`config.mk`:
```
export PLATFORM = sky130hd
export DESIGN_NAME = exc_ctrl
export DESIGN_NICKNAME = d
export VERILOG_FILES = /design/src/rtl/exc_ctrl_pkg.sv /design/src/rtl/exc_prio_enc.sv /design/src/rtl/exc_ctrl.sv
export SDC_FILE = /design/constraint.sdc
export NUM_CORES = 1
export LEC_CHECK = 0
export BUFFER_PORTS_ARGS = -buffer_cell sky130_fd_sc_hd__buf_2
export CORE_AREA = 8 8 106 108
export DETAILED_ROUTE_END_ITERATION = 6
export DIE_AREA = 0 0 114 116
export PLACE_DENSITY = 0.79
export SLEW_MARGIN = 20
export SYNTH_ARGS = -nofsm -noshare
export SYNTH_HDL_FRONTEND = slang
export SYNTH_SLANG_ARGS = --single-unit
```
`constraint.sdc`:
```
create_clock -name clk -period 4.83 [get_ports clk]
set_clock_uncertainty 0.05 [all_clocks]
set_input_delay 0.966 -clock clk [delete_from_list [all_inputs] [get_ports clk]]
set_output_delay 0.966 -clock clk [all_outputs]
set_load 0.01 [all_outputs]
```
`src/rtl/exc_ctrl_pkg.sv`:
```
// Shared definitions for the exception controller: exception codes, flag bit
// indices, CP0 register addresses and status bit positions.
package exc_ctrl_pkg;

    localparam logic [31:0] EXC_INT  = 32'h0000_0001;
    localparam logic [31:0] EXC_SYS  = 32'h0000_0008;
    localparam logic [31:0] EXC_RI   = 32'h0000_000a;
    localparam logic [31:0] EXC_TRAP = 32'h0000_000d;
    localparam logic [31:0] EXC_OV   = 32'h0000_000c;
    localparam logic [31:0] EXC_ERET = 32'h0000_000e;

    // Bit positions inside mem_exc_i = {eret, ovf, trap, syscall, ri}
    localparam int EXC_BIT_RI      = 0;
    localparam int EXC_BIT_SYSCALL = 1;
    localparam int EXC_BIT_TRAP    = 2;
    localparam int EXC_BIT_OVF     = 3;
    localparam int EXC_BIT_ERET    = 4;

    localparam logic [4:0] CP0_ADDR_STATUS = 5'd12;
    localparam logic [4:0] CP0_ADDR_CAUSE  = 5'd13;
    localparam logic [4:0] CP0_ADDR_EPC    = 5'd14;

    localparam int STATUS_IE  = 0;
    localparam int STATUS_EXL = 1;

    typedef enum logic {
        ST_IDLE  = 1'b0,
        ST_FLUSH = 1'b1
    } exc_state_e;

    // An interrupt is pending when an unmasked line is raised, interrupts are
    // globally enabled and we are not already inside an exception handler.
    function automatic logic int_pending_f(input logic [7:0] ip,
                                           input logic [7:0] im,
                                           input logic       ie,
                                           input logic       exl);
        return (|(ip & im)) && ie && !exl;
    endfunction

endpackage

```
`src/rtl/exc_prio_enc.sv`:
```
// Combinational priority encoder turning the pending interrupt and the MEM
// exception flags into the single exception code reported to CP0.
module exc_prio_enc
    import exc_ctrl_pkg::*;
(
    input  logic        int_pending,
    input  logic [4:0]  mem_exc,
    output logic [31:0] code
);

    always_comb begin
        code = '0;
        if (int_pending) begin
            code = EXC_INT;
        end else if (mem_exc[EXC_BIT_RI]) begin
            code = EXC_RI;
        end else if (mem_exc[EXC_BIT_SYSCALL]) begin
            code = EXC_SYS;
        end else if (mem_exc[EXC_BIT_TRAP]) begin
            code = EXC_TRAP;
        end else if (mem_exc[EXC_BIT_OVF]) begin
            code = EXC_OV;
        end else if (mem_exc[EXC_BIT_ERET]) begin
            code = EXC_ERET;
        end
    end

endmodule

```
`src/rtl/exc_ctrl.sv`:
```
// Exception controller between MEM and CP0: selects one exception, reports it,
// then flushes the pipeline and redirects the PC. Reset rst is async active-low.
// Define EXC_INT_SYNC_EN to pass int_i through a two-flop synchronizer.
module exc_ctrl
    import exc_ctrl_pkg::*;
#(
    parameter logic [31:0] EXC_VECTOR   = 32'h0000_0020,
    parameter int          FLUSH_CYCLES = 2
) (
    input  logic        clk,
    input  logic        rst,
    input  logic        mem_valid_i,
    input  logic [31:0] mem_pc_i,
    input  logic        mem_in_delayslot_i,
    input  logic [4:0]  mem_exc_i,
    input  logic        stall_i,
    input  logic [31:0] cp0_status_i,
    input  logic [31:0] cp0_cause_i,
    input  logic [31:0] cp0_epc_i,
    input  logic        wb_cp0_we_i,
    input  logic [4:0]  wb_cp0_waddr_i,
    input  logic [31:0] wb_cp0_data_i,
    input  logic [5:0]  int_i,
    input  logic        timer_int_i,
    output logic [5:0]  int_o,
    output logic [31:0] excepttype_o,
    output logic [31:0] cur_inst_addr_o,
    output logic        is_in_delayslot_o,
    output logic        flush_o,
    output logic [31:0] new_pc_o
);

    localparam logic [3:0] CNT_LOAD = 4'(FLUSH_CYCLES - 1);

    exc_state_e  state, state_d;
    logic [3:0]  cnt, cnt_d;
    logic [31:0] exc_d, addr_d, new_pc_d;
    logic        ds_d, flush_d;

    logic [31:0] eff_status, eff_cause, eff_epc;
    logic        int_pending;
    logic [31:0] sel_code;
    logic        accept;
    logic [31:0] target;
    logic [5:0]  int_s;
    logic        unused_bits;

    // A CP0 write still in WB is newer than the register file contents.
    always_comb begin
        eff_status = cp0_status_i;
        eff_cause  = cp0_cause_i;
        eff_epc    = cp0_epc_i;
        if (wb_cp0_we_i) begin
            if (wb_cp0_waddr_i == CP0_ADDR_STATUS) eff_status = wb_cp0_data_i;
            if (wb_cp0_waddr_i == CP0_ADDR_CAUSE)  eff_cause[9:8] = wb_cp0_data_i[9:8];
            if (wb_cp0_waddr_i == CP0_ADDR_EPC)    eff_epc = wb_cp0_data_i;
        end
    end

    assign unused_bits = ^{eff_status[31:16], eff_status[7:2],
                           eff_cause[31:16], eff_cause[7:0]};

    assign int_pending = int_pending_f(eff_cause[15:8], eff_status[15:8],
                                       eff_status[STATUS_IE], eff_status[STATUS_EXL]);

    exc_prio_enc u_prio (
        .int_pending (int_pending),
        .mem_exc     (mem_exc_i),
        .code        (sel_code)
    );

    assign accept = (state == ST_IDLE) && mem_valid_i && !stall_i && (sel_code != '0);
    assign target = (sel_code == EXC_ERET) ? eff_epc : EXC_VECTOR;

    always_ff @(posedge clk or negedge rst) begin
        if (!rst) begin
            state             <= ST_IDLE;
            cnt               <= '0;
            excepttype_o      <= '0;
            cur_inst_addr_o   <= '0;
            is_in_delayslot_o <= 1'b0;
            flush_o           <= 1'b0;
            new_pc_o          <= '0;
        end else begin
            state             <= state_d;
            cnt               <= cnt_d;
            excepttype_o      <= exc_d;
            cur_inst_addr_o   <= addr_d;
            is_in_delayslot_o <= ds_d;
            flush_o           <= flush_d;
            new_pc_o          <= new_pc_d;
        end
    end

    // The report fields pulse for one cycle; flush and redirect hold until the
    // counter runs out.
    always_comb begin
        state_d  = state;
        cnt_d    = cnt;
        exc_d    = '0;
        addr_d   = '0;
        ds_d     = 1'b0;
        flush_d  = flush_o;
        new_pc_d = new_pc_o;
        case (state)
            ST_IDLE: begin
                flush_d  = 1'b0;
                new_pc_d = '0;
                if (accept) begin
                    exc_d    = sel_code;
                    addr_d   = mem_pc_i;
                    ds_d     = mem_in_delayslot_i;
                    flush_d  = 1'b1;
                    new_pc_d = target;
                    cnt_d    = CNT_LOAD;
                    state_d  = ST_FLUSH;
                end
            end
            ST_FLUSH: begin
                if (cnt == 4'd0) begin
                    flush_d  = 1'b0;
                    new_pc_d = '0;
                    state_d  = ST_IDLE;
                end else begin
                    cnt_d = cnt - 4'd1;
                end
            end
            default: begin
                state_d = ST_IDLE;
            end
        endcase
    end

`ifdef EXC_INT_SYNC_EN
    logic [5:0] int_meta, int_sync;

    always_ff @(posedge clk or negedge rst) begin
        if (!rst) begin
            int_meta <= '0;
            int_sync <= '0;
        end else begin
            int_meta <= int_i;
            int_sync <= int_meta;
        end
    end

    assign int_s = int_sync;
`else
    assign int_s = int_i;
`endif

    assign int_o = {int_s[5] | timer_int_i, int_s[4:0]};

endmodule

```
==> flow_metrics.py <==
metrics = {
    "flow_run": {
        "drv_cap": 0,
    },
    "final_layout": {
        "stdcell_area_sq_mm": 0.004892,
        "area_growth_syn_to_layout_pct": 30.73,
        "layout.nets": 712,
        "drive_above_1_share": 0.4991,
        "fin_util": 0.5123,
        "nFillCells": 910,
        "insertedDiodeCount": 0,
        "finalNonFillerCells": 666,
    },
    "die": {
        "core_sq_mm": 0.009549,
        "die_h_um": 116,
        "rows": 36,
        "pin_count": 287,
        "dieArea_sq_mm": 0.01322,
        "dieWidth_um": 114,
        "start_util": 0.3919,
    },
    "sta": {
        "setup_violations": 0,
        "finalCritPeriodShare": 0.6671,
        "rsz0062_at_grt": "no",
        "slew_headroom": 0.3649,
        "setup_tns_ps": 0,
        "tightest_slew_ps": 952.6,
        "drv_slew": 0,
        "min_period_ps": 3222,
        "hold_violations": 0,
        "max_freq_ghz": 0.3104,
    },
    "global_routing": {
        "grt_max_degree": 76,
        "grt_use_met3": 0.06774,
        "grt_antenna_before_repair": 0,
        "grt_overflow": 0,
        "met2_usage": 0.3056,
        "use_met1": 0.1759,
        "grt_pass1_vias": 3607,
        "busiest_layer": "met2",
        "grt_pass1_wl_um": 17860,
        "globalRouteTotalUtil": 0.1706,
    },
    "power": {
        "power.density_mw_per_mm2": 317.9,
        "vdd_drop_max_mv": 0.1762,
        "power.static_leakage_nw": 2.667,
    },
    "cts": {
        "tritoncts": "yes",
        "cts-root-buf": "clkbuf_8",
        "numCtsBuffers": 9,
        "holdBufCountCts": 0,
        "clk_pin_slew_ps": 80,
        "clockBufferDepth": 2,
        "cts_sinks": 75,
        "clk_latency_ps": 340,
        "post_cts_resized": 0,
        "cts_max_level": 3,
        "cts_setup_buffers": 0,
    },
    "place": {
        "io_buffers": 202,
        "dp.cells": 650,
        "post_dp_cell_area_sq_mm": 0.004707,
        "hpwl_um": 8859,
        "gp_congestion": 0.7573,
    },
    "synthesis": {
        "syn_inst": 342,
        "synth.distinct_cells": 41,
        "ys_seq_elements": 75,
        "synth_edf_count": 0,
        "ys_async_sr_fraction": 1.000,
        "syn_avg_cell_area_sq_um": 10.94,
        "synth_area_sq_mm": 0.003742,
        "yosys_warnings": 0,
        "ys_seq_area_frac": 0.5015,
        "ys.flop_type": "dfrtp_1",
    },
    "route": {
        "via_per_inst": 4.958,
        "drc": 0,
        "vias": 3302,
        "drtIter0Drc": 166,
        "drtAntennaViolNets": 0,
        "drt_wl_total_um": 11520,
        "wl_per_cell_um": 17.30,
        "firstDrtPassIters": 5,
    },
    "worst_hold_path": {
        "hold_class": "reg -> reg",
        "hp-start": "new_pc_o[21]",
    },
    "worst_setup_path": {
        "cp.arrival_ps": 3450,
        "crit_fanout": 36,
        "worst-endpoint-required_ps": 5060,
        "worstSetupStartpointType": "input port",
        "worstReg2RegStart": "state",
        "crit_path_end_kind": "register",
        "crit_type": "in -> reg",
        "startpoint": "wb_cp0_waddr_i[4]",
    },
    "run_status": {
        "status": "finished, final reports clean",
    },
}
[state kept, by name, summed over array words and instances (netlist names)]
register           flops
cnt                    4
state                  1
cur_inst_addr_o       32
is_in_delayslot_o      1
new_pc_o              32
flush_o                1
excepttype_o           4
[metal layers]
metal,vias to the layer above,wire length (um)
li1,1551,-
met1,1593,4142
met2,142,6127
met3,16,1054
met4,0,197
met5,-,0
[where the power goes]
group	leakage (nW)	total (mW)	internal, mW	switching (mW)
Clock	0.0933	0.453	0.205	0.248
Sequential	1.03	0.714	0.679	0.0353
Combinational	1.54	0.388	0.153	0.234
Total	2.67	1.56	1.04	0.518
[cell usage after synthesis (3+ instances only)]
library cell   n  area [sq um]
dfrtp_1       75          1877
nand2_1       47         176.4
a21oi_1       37         185.2
buf_4         36         270.3
mux2_2        33         371.6
a32o_1        31         310.3
clkbuf_1      15         56.30
inv_1          6         22.52
nor3_1         6         30.03
buf_1          4         15.01
mux2i_1        4         40.04
nor2_1         4         15.01
nor4_1         4         25.02
buf_6          3         33.78
o21ai_0        3         15.01
o31ai_1        3         22.52
[per-stage QoR]
| step | worst slack (ps) | hold slack, ps | total power, mW |
|---|---|---|---|
| 3_5_place_dp | 1244 | 426.3 | 1.116 |
| 3_3_place_gp | 1272 | 419.3 | 1.098 |
| 2_1_floorplan | 2058 | 479.0 | 0.9734 |
| 5_1_grt | 1530 | 450.7 | 1.659 |
| 4_1_cts | 1619 | 444.7 | 1.576 |
| 6_report | 1608 | 439.8 | 1.555 |
[worst paths after layout]
| path | endpoint | slack [ps] | cells after the start |
|---|---|---|---|
| max | new_pc_o[30] | 1610 | 8 |
| min | new_pc_o[21] | 440 | 1 |
| max reg2reg | new_pc_o[1] | 2840 | 5 |
| max in group asynchronous | cur_inst_addr_o[6] | 3400 | 1 |
| min reg2reg | new_pc_o[21] | 440 | 1 |
| min in group asynchronous | new_pc_o[5] | 700 | 1 |
[placed cells by master (no fill, tap or decap), types with 6 or more instances in the layout]
master    count
dfrtp_1      75
mux2_2       33
a21oi_1      37
buf_2       201
clkbuf_8     10
nand2_1      47
conb_1       28
inv_1         6
a32o_1       31
buf_4         6
nor3_1        6
[critical path, stage by stage]
cell and delay, ps:
buf_2 100, nand4b_4 170, or3_1 480, mux2i_1 170, nor4_1 470, a21o_2 610, buf_12 270, a32o_1 180
[layout make-up]
class | count | area [sq um] | area share
repair buffers | 208 | 1071 | 0.2189
clock inverters | 6 | 47.55 | 0.009719
inverters | 6 | 22.52 | 0.004604
well taps | 133 | 166.4 | 0.03402
clock buffers | 10 | 137.6 | 0.02813
multi-input cells | 228 | 1570 | 0.3210
flip-flops and latches | 75 | 1877 | 0.3836
[logic make-up (layout without fill, tap and decap cells)]
group                      Yosys count  in the layout  share of synthesized area
muxes                               38             38                     0.1140
buffers and inverters               66            230                     0.1090
and+or+nand+nor                     71             71                    0.08994
adders and majority gates            1              1                   0.003343
xor gates and xnor gates             1              1                   0.002341
other                                1             28                   0.001002
DFF                                 75             75                     0.5015
AOI/OAI and AO/OA                   89             89                     0.1789
(Power assumes the default switching activity.)
